$ cat config.mk
export PLATFORM = sky130hd
export DESIGN_NAME = svga_timing_gen
export DESIGN_NICKNAME = d
export VERILOG_FILES = /design/src/rtl/svga_timing_gen.sv
export SDC_FILE = /design/constraint.sdc
export NUM_CORES = 1
export LEC_CHECK = 0
export BUFFER_PORTS_ARGS = -buffer_cell sky130_fd_sc_hd__buf_2
export CAP_MARGIN = 10
export CORE_MARGIN = 8
export CORE_UTILIZATION = 50
export CTS_BUF_LIST = sky130_fd_sc_hd__clkbuf_8
export DETAILED_ROUTE_END_ITERATION = 10
export PLACE_DENSITY = 0.71
export SKIP_LAST_GASP = 1
export SLEW_MARGIN = 0
export SYNTH_ARGS = -nofsm -noshare
export SYNTH_HDL_FRONTEND = slang
export SYNTH_SLANG_ARGS = --single-unit
export TNS_END_PERCENT = 50
$ cat constraint.sdc
create_clock -name clk -period 2 [get_ports clk]
set_input_delay 0.1 -clock clk [delete_from_list [all_inputs] [get_ports clk]]
set_output_delay 0.1 -clock clk [all_outputs]
set_load 0.02 [all_outputs]
$ cat src/rtl/svga_timing_gen.sv
// svga_timing_gen: pixel position, display enable and sync generator.
// Two phase FSMs track the line/frame; outputs are registered per pixel.
module svga_timing_gen #(
  parameter int H_VIS  = 800,
  parameter int H_FP   = 40,
  parameter int H_SYNC = 128,
  parameter int H_BP   = 88,
  parameter int V_VIS  = 600,
  parameter int V_FP   = 1,
  parameter int V_SYNC = 4,
  parameter int V_BP   = 23,
  parameter bit HS_POL = 1'b1,
  parameter bit VS_POL = 1'b1
) (
  input  logic        clk,
  input  logic        reset_n,
  input  logic        pix_en,
  output logic [11:0] x,
  output logic [10:0] y,
  output logic        de,
  output logic        hsync,
  output logic        vsync,
  output logic        line_start,
  output logic        frame_start
);

  localparam int H_TOT = H_VIS + H_FP + H_SYNC + H_BP;
  localparam int V_TOT = V_VIS + V_FP + V_SYNC + V_BP;

  if (H_TOT > 4096 || V_TOT > 2048) begin : g_bad_totals
    $error("svga_timing_gen: H_TOT or V_TOT out of range");
  end

  localparam logic [11:0] H_ACT_END = 12'(H_VIS - 1);
  localparam logic [11:0] H_FP_END  = 12'(H_VIS + H_FP - 1);
  localparam logic [11:0] H_SYN_END = 12'(H_VIS + H_FP + H_SYNC - 1);
  localparam logic [11:0] H_LAST    = 12'(H_TOT - 1);

  localparam logic [10:0] V_ACT_END = 11'(V_VIS - 1);
  localparam logic [10:0] V_FP_END  = 11'(V_VIS + V_FP - 1);
  localparam logic [10:0] V_SYN_END = 11'(V_VIS + V_FP + V_SYNC - 1);
  localparam logic [10:0] V_LAST    = 11'(V_TOT - 1);

  typedef enum logic [1:0] {
    PH_ACT,
    PH_FP,
    PH_SYN,
    PH_BP
  } phase_t;

  phase_t      h_ph;
  phase_t      h_ph_nxt;
  phase_t      h_ph_step;
  phase_t      v_ph;
  phase_t      v_ph_nxt;
  phase_t      v_ph_step;
  logic [11:0] h_ph_last;
  logic [10:0] v_ph_last;
  logic [11:0] h_cnt;
  logic [10:0] v_cnt;
  logic        h_wrap;
  logic        v_wrap;

  assign h_wrap = (h_cnt == H_LAST);
  assign v_wrap = (v_cnt == V_LAST);

  // Phase registers for the horizontal and vertical FSMs
  always_ff @(posedge clk or negedge reset_n) begin
    if (!reset_n) begin
      h_ph <= PH_ACT;
      v_ph <= PH_ACT;
    end else begin
      h_ph <= h_ph_nxt;
      v_ph <= v_ph_nxt;
    end
  end

  // Horizontal phase advances on the last pixel of the current phase
  always_comb begin
    h_ph_last = H_ACT_END;
    h_ph_step = PH_FP;
    unique case (h_ph)
      PH_ACT: begin
        h_ph_last = H_ACT_END;
        h_ph_step = PH_FP;
      end
      PH_FP: begin
        h_ph_last = H_FP_END;
        h_ph_step = PH_SYN;
      end
      PH_SYN: begin
        h_ph_last = H_SYN_END;
        h_ph_step = PH_BP;
      end
      PH_BP: begin
        h_ph_last = H_LAST;
        h_ph_step = PH_ACT;
      end
    endcase
    h_ph_nxt = h_ph;
    if (pix_en && h_cnt == h_ph_last) begin
      h_ph_nxt = h_ph_step;
    end
  end

  // Vertical phase advances only at the end of the phase's last line
  always_comb begin
    v_ph_last = V_ACT_END;
    v_ph_step = PH_FP;
    unique case (v_ph)
      PH_ACT: begin
        v_ph_last = V_ACT_END;
        v_ph_step = PH_FP;
      end
      PH_FP: begin
        v_ph_last = V_FP_END;
        v_ph_step = PH_SYN;
      end
      PH_SYN: begin
        v_ph_last = V_SYN_END;
        v_ph_step = PH_BP;
      end
      PH_BP: begin
        v_ph_last = V_LAST;
        v_ph_step = PH_ACT;
      end
    endcase
    v_ph_nxt = v_ph;
    if (pix_en && h_wrap && v_cnt == v_ph_last) begin
      v_ph_nxt = v_ph_step;
    end
  end

  // Register the decode of the current position, then step the counters
  always_ff @(posedge clk or negedge reset_n) begin
    if (!reset_n) begin
      h_cnt       <= '0;
      v_cnt       <= '0;
      x           <= '0;
      y           <= '0;
      de          <= 1'b0;
      hsync       <= ~HS_POL;
      vsync       <= ~VS_POL;
      line_start  <= 1'b0;
      frame_start <= 1'b0;
    end else if (pix_en) begin
      x           <= h_cnt;
      y           <= v_cnt;
      de          <= (h_ph == PH_ACT) && (v_ph == PH_ACT);
      hsync       <= (h_ph == PH_SYN) ? HS_POL : ~HS_POL;
      vsync       <= (v_ph == PH_SYN) ? VS_POL : ~VS_POL;
      line_start  <= (h_cnt == '0);
      frame_start <= (h_cnt == '0) && (v_cnt == '0);
      if (h_wrap) begin
        h_cnt <= '0;
        v_cnt <= v_wrap ? '0 : v_cnt + 11'd1;
      end else begin
        h_cnt <= h_cnt + 12'd1;
      end
    end
  end

endmodule
==> flow_metrics.tcl <==
set metrics [dict create \
    hold_viol_final 0 \
    max-slew-margin-rel_pct 73.68 \
    regArea_um2 1376 \
    finalWeightedCongestion 0.8659 \
    fin_crit_sh_pct 97.71 \
    hpwl_um 4192 \
    skew_ps 8.295 \
    arrival_ps 2130 \
    clock_sinks 55 \
    synth-seq-cells 55 \
    h-tree-depth 2 \
    p_total_mw 2.597 \
    p_per_area_nw_per_um2 794.1 \
    antenna_found_initial 0 \
    grt_overflow 0 \
    min_path_cells 2 \
    area_growth_pct 20.35 \
    final_area_um2 3271 \
    wire_per_inst_um 15.51 \
    ys_warn_count 0 \
    dr.pass1.iters 4 \
    timing.rr.end "h_cnt[0]" \
    layout-drive-gt1-share_pct 33.67 \
    rows 27 \
    insertion_delay_ps 310 \
    numCtsBuffers 5 \
    placed_area_um2 3108 \
    postRouteAntennaNets 0 \
    n_fill_cell 431 \
    start_util_pct 50.59 \
    maxSlewViolCount 0 \
    status "finished, final reports clean" \
    final_common_cell "dfrtp_1" \
    startpoint_type "flip-flop" \
    synth_edf_count 0 \
    ir_drop_mv 0.6656 \
    synth.net_count 254 \
    cp_max_fo 6 \
    diodes 0 \
    syn_inst 240 \
    seq_area_frac_synth_pct 50.64 \
    grt_pass1_wl_um 9735 \
    synth_area_um2 2718 \
    wirelength_um 5675 \
    path_class "flip-flop to flip-flop" \
    core_um2 5371 \
    post-route-min-period_ps 1954 \
    first_iter_violations 76 \
    cts_buffer_depth 2 \
    clkTransAtPathRegs_ps 100 \
    vias 2004 \
    end_kind "flip-flop" \
    hp-class "input pin to flip-flop" \
    multi_input_area_um2 1247 \
    drv_cap 0 \
    ys.flop_type "dfrtp_1" \
    root_buffer "clkbuf_8" \
    grt_pass1_vias 2047 \
    fmax_mhz 511.7 \
    pin_count 31 \
    die_h_um 89.73 \
    p_leak_nw 1.555 \
    numPortBuffers 30 \
    nets 307 \
    fp.dieArea_um2 8051 \
    grt_max_degree 48 \
    r2r_start "h_cnt[0]" \
    setup_violations 0 \
    dieWidth_um 89.73 \
    grt_util_all_layers_pct 14.45 \
    final_cell_mix "dfrtp_1, buf_2, buf_4, mux2_2, nor2_1" \
    cp.required_ps 2180 \
    netlist-cell-type-count 46 \
    cts_tree "built" \
    r2r_slack_ps 50 \
    rsz0062_at_grt "yes" \
    syn_avg_cell_area_um2 11.32 \
    ff2ff_path_depth 6 \
    synth-async-reset-ratio_pct 100.0 \
    min-delay-start "pix_en" \
    routed_via_density 5.475 \
    whs_endpoint "h_cnt[0]" \
    tightest_slew_ps 391.2 \
    drt_drc_violations_left 0 \
]
-- worst max path at each step --
stage                to  slack (ps)  startpoint
6_report       h_cnt[0]          50    h_cnt[0]
5_1_grt        h_cnt[0]         -10    h_cnt[0]
4_1_cts        v_cnt[0]          60    h_cnt[0]
3_5_place_dp    h_ph[1]          10     h_ph[1]
3_3_place_gp    h_ph[1]          60     h_ph[1]
2_1_floorplan   h_ph[1]          70     h_ph[0]
-- Yosys cell counts (all sizes together), types with 2 or more instances --
cell type  instances  area, um^2
a31oi              3       18.77
o21ai              6       30.03
nand3              7       35.03
clkbuf             4       16.26
inv               15       56.30
o211ai             2       15.01
nor3               9       55.05
a41oi              3       26.28
nor2b              2       12.51
and3               3       18.77
o311ai             2       17.52
dfrtp             55        1376
buf                9       48.80
xor2               6       52.55
nor4               6       58.80
nand2             12       47.55
mux2              27       304.0
ha                11       137.6
and2               2       12.51
xnor2              9       78.83
a22o               4       35.03
nand4             10       62.56
nor2              16       60.06
o22ai              2       12.51
mux2i              2       20.02
-- cell type report --
| class | count | share of cell area (%) |
|---|---|---|
| Sequential cell | 55 | 42.08 |
| Multi-Input combinational cell | 157 | 38.14 |
| Timing Repair Buffer | 59 | 11.71 |
| Tap cell | 72 | 2.754 |
| Clock buffer | 6 | 2.525 |
| Inverter | 15 | 1.721 |
| Clock inverter | 2 | 1.071 |
-- layer usage --
metal	global-route usage, %	wire [um]	part of all wire [%]	up-vias
li1	-	-	-	969
met1	17.57	2564	45	985
met2	24.54	2823	50	44
met3	3.574	235	4.1	6
met4	4.372	53	0.93	0
met5	0	0	0	-
-- state kept, by name (all words and copies together) (netlist names) --
name,flops
de,1
frame_start,1
h_cnt,12
h_ph,2
hsync,1
line_start,1
v_cnt,11
v_ph,2
vsync,1
x,12
y,11
-- metrics by stage --
stage          utilization (%)  setup WS [ps]  setup TNS, ps  std cells  hold slack, ps
6_report                 60.89          45.75              0        366           141.9
3_5_place_dp             57.86          9.703              0        356          -28.58
2_1_floorplan                -          72.77              0        240          -195.6
5_1_grt                  60.89         -9.771         -10.04        366           134.5
3_3_place_gp             57.86          64.59              0        356          -31.21
4_1_cts                  60.38          56.84              0        366           120.2
-- critical path, cell delays in order, from the launching register on --
cell and delay (ps):
dfrtp_1 410, ha_1 200, nand2b_1 120, or3_1 420
buf_4 190, o311ai_0 340, o21ai_0 150
-- power by group --
part / internal (mW) / total [mW] / switching [mW]
registers: 1.21 / 1.27 / 0.0601
clock network: 0.405 / 0.749 / 0.344
logic: 0.238 / 0.574 / 0.335
-- logic make-up (layout without fill, tap and decap cells) --
family / after synthesis / count (layout) / synth area share [%]
flip-flops: 55 / 55 / 50.64
multiplexers: 29 / 29 / 11.92
buffers and inverters: 28 / 82 / 4.466
XOR/XNOR: 15 / 15 / 4.834
AND/OR/NAND/NOR: 73 / 73 / 15.01
AO/OA/AOI/OAI: 29 / 29 / 8.057
adder cells (fa/ha/maj): 11 / 11 / 5.064
-- timing repair --
| action | in CTS | in global routing |
|---|---|---|
| endpoints found under the setup margin | 1 | 8 |
| setup buffers | 1 | 0 |
| gates resized for setup | 0 | 4 |
| endpoints found under the hold margin | 55 | 0 |
| pin swaps | 1 | 2 |
| hold buffers | 1 | 0 |
No activity file was read; power rests on OpenSTA's default activity.
